File: src/rtl/hours_register_pkg.sv
// Shared clock datapath constants and BCD digit type.
// Reused by the hours, minutes and seconds registers.
package hours_register_pkg;

  typedef logic [3:0] bcd_t;

  localparam bcd_t HOURS_MAX_TENS              = 4'd2;
  localparam bcd_t HOURS_MAX_UNITS_AT_MAX_TENS = 4'd3;
  localparam bcd_t NOON_TENS                   = 4'd1;
  localparam bcd_t NOON_UNITS                  = 4'd2;

endpackage

File: src/rtl/hours_12h_decode.sv
// 24-hour BCD to 12-hour BCD with AM/PM flag.
// Pure BCD arithmetic; no binary intermediate.
module hours_12h_decode
  import hours_register_pkg::*;
(
  input  bcd_t i_tens,
  input  bcd_t i_units,
  output bcd_t o_tens,
  output bcd_t o_units,
  output logic o_pm
);

  logic w_zero;
  logic w_am_teen;
  logic w_pm_teen;

  assign w_zero    = (i_tens == 4'd0) && (i_units == 4'd0);
  assign w_am_teen = (i_tens == NOON_TENS) && (i_units < NOON_UNITS);
  assign w_pm_teen = (i_tens == NOON_TENS) && (i_units >= NOON_UNITS);

  assign o_pm = w_pm_teen || (i_tens == HOURS_MAX_TENS);

  always_comb begin
    o_tens  = i_tens;
    o_units = i_units;
    unique case (1'b1)
      w_zero: begin
        o_tens  = NOON_TENS;
        o_units = NOON_UNITS;
      end
      (i_tens == 4'd0) && !w_zero: begin
        o_tens  = 4'd0;
        o_units = i_units;
      end
      w_am_teen: begin
        o_tens  = NOON_TENS;
        o_units = i_units;
      end
      w_pm_teen && (i_units == NOON_UNITS): begin
        o_tens  = NOON_TENS;
        o_units = NOON_UNITS;
      end
      // 13-19 -> 01-07
      w_pm_teen && (i_units != NOON_UNITS): begin
        o_tens  = 4'd0;
        o_units = i_units - 4'd2;
      end
      // 20-21 -> 08-09
      (i_tens == HOURS_MAX_TENS) && (i_units < 4'd2): begin
        o_tens  = 4'd0;
        o_units = i_units + 4'd8;
      end
      (i_tens == HOURS_MAX_TENS) && (i_units >= 4'd2): begin
        o_tens  = 4'd1;
        o_units = i_units - 4'd2;
      end
      default: begin
        o_tens  = i_tens;
        o_units = i_units;
      end
    endcase
  end

endmodule

File: src/rtl/hours_register.sv
// Hours register: 24-hour BCD count with 12/24-hour display mux.
// Advances one hour per enabled clock, wraps 23 -> 00.
module hours_register
  import hours_register_pkg::*;
(
  input  logic       clk,
  input  logic       reset,
  input  logic       en,
  input  logic       military_time,
  output logic       pm,
  output logic [3:0] data_msd,
  output logic [3:0] data_lsd
);

  bcd_t r_tens;
  bcd_t r_units;
  bcd_t w_tens_12;
  bcd_t w_units_12;
  logic w_pm;
  logic w_wrap;

  assign w_wrap = (r_tens == HOURS_MAX_TENS) &&
                  (r_units == HOURS_MAX_UNITS_AT_MAX_TENS);

  always_ff @(posedge clk) begin
    if (reset) begin
      r_tens  <= 4'd0;
      r_units <= 4'd0;
    end else if (en) begin
      if (w_wrap) begin
        r_tens  <= 4'd0;
        r_units <= 4'd0;
      end else if (r_units == 4'd9) begin
        r_tens  <= r_tens + 4'd1;
        r_units <= 4'd0;
      end else begin
        r_units <= r_units + 4'd1;
      end
    end
  end

  hours_12h_decode u_dec (
    .i_tens  (r_tens),
    .i_units (r_units),
    .o_tens  (w_tens_12),
    .o_units (w_units_12),
    .o_pm    (w_pm)
  );

  assign pm       = w_pm;
  assign data_msd = military_time ? r_tens  : w_tens_12;
  assign data_lsd = military_time ? r_units : w_units_12;

endmodule

File: config.mk
export PLATFORM = sky130hd
export DESIGN_NAME = hours_register
export DESIGN_NICKNAME = d
export VERILOG_FILES = /design/src/rtl/hours_register_pkg.sv /design/src/rtl/hours_12h_decode.sv /design/src/rtl/hours_register.sv
export SDC_FILE = /design/constraint.sdc
export NUM_CORES = 1
export LEC_CHECK = 0
export BUFFER_PORTS_ARGS = -buffer_cell sky130_fd_sc_hd__buf_2
export CAP_MARGIN = 5
export CORE_MARGIN = 3
export CORE_UTILIZATION = 29
export DETAILED_ROUTE_END_ITERATION = 12
export PLACE_DENSITY_LB_ADDON = 0.12
export SETUP_SLACK_MARGIN = 0.4
export SLEW_MARGIN = 40
export SYNTH_ARGS = -nofsm -noshare
export SYNTH_HDL_FRONTEND = slang
export SYNTH_SLANG_ARGS = --single-unit
File: constraint.sdc
create_clock -name clk -period 2.1 [get_ports clk]
set_input_delay 0.42 -clock clk [delete_from_list [all_inputs] [get_ports clk]]
set_output_delay 0.42 -clock clk [all_outputs]
set_load 0.01 [all_outputs]
==> flow_summary.json <==
{
  "antenna_left": 0,
  "fp.coreArea_um2": 2320,
  "cp_slowest_stage_delay_ns": 0.48,
  "vdd_drop_max_mv": 0.299,
  "h-tree-depth": 1,
  "first_pass_iters": 4,
  "clk_path_buf_depth": 2,
  "min_path_type": "input port to register",
  "clock_sinks": 8,
  "cp.buffers_inverters": 2,
  "drv_slew": 0,
  "arrival_ns": 1.80,
  "postSynthCellCount": 84,
  "syn-num-nets": 94,
  "hpwl_mm": 1.26,
  "diodes": 0,
  "use_met2_pct": 18.5,
  "initial_core_util_pct": 31.7,
  "syn_to_final_growth_pct": 41.5,
  "routed_via_density": 4.94,
  "drv_cap": 0,
  "ioPinCount": 13,
  "cts_root_buf": "clkbuf_4",
  "rows": 17,
  "netlist_area_um2": 736,
  "finalWorstSetupSlack_ns": -0.119,
  "path_delay_family": "simple AND/OR/NAND/NOR gates",
  "critPathSlowestCell": "or4_1",
  "power_leakage_nw": 0.452,
  "gp_congestion": 0.754,
  "worstPathMaxFanout": 3,
  "status": "complete, but fails checks",
  "endpoint_kind": "primary output",
  "grt_use_met3_pct": 4.37,
  "yosysTopAreaCell": "dfxtp_1",
  "detail_route.wl_per_cell_um": 11.9,
  "overflow": 0,
  "rsz0062_at_grt": "true",
  "violations": "setup timing",
  "finalCriticalPeriod_ns": 2.22,
  "dp_cells": 123,
  "setup_viol": 5,
  "finalWirelength_mm": 1.66,
  "worst_setup_path_start_kind": "register",
  "grt.busiest_layer": "met2",
  "fillers": 239,
  "yosysSeqAreaShare_pct": 21.8,
  "drive_gt1_share_pct": 55.0,
  "numCtsBuffers": 3,
  "ys.warnings.count": 0,
  "netlist.area_leader.share_pct": 21.8,
  "synthArstFlopShare_pct": 0,
  "grt_pass1_vias": 626,
  "antenna_found_initial": 0,
  "clock.fmax_mhz": 451,
  "total_power_mw": 0.382,
  "synth.distinct_cells": 34,
  "io_buffers": 12,
  "worst_ep_required_time_ns": 1.68,
  "die_area_um2": 3180,
  "setup_tns_ns": -0.383,
  "synth_edf_count": 0,
  "crit_path_cell_trace": "buf_4 > ha_4 > nor3b_4 > a21oi_2 > or4_1 > nand3_2 > buf_6",
  "die_h_um": 56.4,
  "clock_skew_ns": 0.0118,
  "synth_seq_cells": 8,
  "power_density_nw_per_um2": 367,
  "drc": 0,
  "synth_commonest_cells": "8 x dfxtp_1, 8 x nor3_1, 6 x ha_1, 6 x nand2_1, 6 x xnor2_1",
  "tightest_slew_ns": 0.406,
  "grt_pass1_wl_mm": 2.83,
  "clk_pin_slew_ns": 0.06,
  "syn_avg_cell_area_um2": 8.76,
  "grt.total_usage_pct": 11.4,
  "die_w_um": 56.4,
  "cts_tree": "done",
  "vias": 686,
  "final_hold_viol_count": 0,
  "clock_latency_ns": 0.26,
  "drtIter0Drc": 9,
  "slew_headroom_pct": 72.8,
  "fin_crit_sh_pct": 106,
  "synth_area_leaders": "dfxtp_1 22%, ha_1 10%, xnor2_1 7.1%",
  "worstSetupPathType": "register to primary output",
  "met1_usage_pct": 13.9,
  "ys.flop_type": "dfxtp_1",
  "grt_max_degree": 12,
  "instances_no_fill": 139,
  "nets": 122
}
stage by stage:
stage	hold WS [ns]	setup WS, ns	instance area [um2]	utilization [%]
final	0.406	-0.119	1040	44.9
after global routing	0.415	-0.213	1040	44.9
after CTS	0.394	-0.137	970	41.8
after detailed placement	0.588	0.0640	875	37.7
after global placement	0.582	0.0130	875	37.7
after floorplan	0.482	0.234	791	-
where the power goes:
part | leakage [nW] | internal, mW | switching, mW | total, mW
registers | 0.0672 | 0.154 | 0.00842 | 0.162
clock network | 0.0150 | 0.0728 | 0.0546 | 0.127
logic | 0.370 | 0.0482 | 0.0444 | 0.0927
cell type report:
cell class | instances | area [um2] | share of cell area [%]
clock buffer | 4 | 26.3 | 2.52
inverter | 5 | 23.8 | 2.28
multi-input combinational | 64 | 576 | 55.3
sequential | 8 | 171 | 16.5
tap | 28 | 35.0 | 3.37
timing repair buffer | 30 | 209 | 20.1
cells in the final DEF, fill, tap and decap left out, drive strengths merged:
| cell | n |
|---|---|
| a211o | 1 |
| a21o | 1 |
| a21oi | 5 |
| a32oi | 1 |
| buf | 30 |
| clkbuf | 4 |
| dfxtp | 8 |
| ha | 6 |
| inv | 5 |
| mux2 | 3 |
| mux2i | 1 |
| nand2 | 6 |
| nand3 | 4 |
| nand3b | 1 |
| nand4b | 1 |
| nor2 | 4 |
| nor3 | 9 |
| nor3b | 3 |
| nor4b | 1 |
| o21a | 1 |
| o21ai | 2 |
| o21bai | 1 |
| o41ai | 1 |
| or2 | 1 |
| or3 | 3 |
| or4 | 1 |
| xnor2 | 6 |
| xor2 | 1 |
timing repair:
item,in CTS,in global routing
pin swaps,3,7
setup buffers,6,6
gates resized for setup,7,6
endpoints found under the setup margin,6,8
hold endpoints to repair,0,0
hold buffers,0,0
worst paths after layout:
check	to	start	slack, ns	cells past startpoint
max	data_lsd[1]	r_tens[0]$_SDFFE_PP0P_	-0.12	7
min	r_tens[1]$_SDFFE_PP0P_	reset	0.41	2
max reg2reg	r_units[3]$_SDFFE_PP0P_	r_tens[0]$_SDFFE_PP0P_	0.43	8
min reg2reg	r_tens[1]$_SDFFE_PP0P_	r_tens[1]$_SDFFE_PP0P_	0.65	3
sequential cells by signal, summed over array words and instances, names as in the netlist:
register	flops
r_tens	4
r_units	4
per-layer routing:
layer | vias to the layer above | routed length [um]
met3 | 2 | 54
met5 | - | 0
met1 | 327 | 724
met2 | 9 | 860
met4 | 0 | 16
li1 | 348 | -
worst register-to-register path, delay by kind of cell (launching register included):
kind | cells | cell delay [ns]
buf+inv | 4 | 0.49
flops | 1 | 0.35
simple gates | 3 | 0.59
fa+ha+maj | 1 | 0.12
cells by family (layout without fill, tap and decap cells):
logic type	Yosys count	after routing	share of synthesized area (%)
buffers and inverters	12	39	10.2
DFF	8	8	21.8
AOI/OAI and AO/OA	13	13	12.4
and+or+nand+nor	34	34	30.6
xor gates and xnor gates	7	7	8.33
muxes	4	4	6.46
adders and majority gates	6	6	10.2
(Power assumes the default switching activity.)
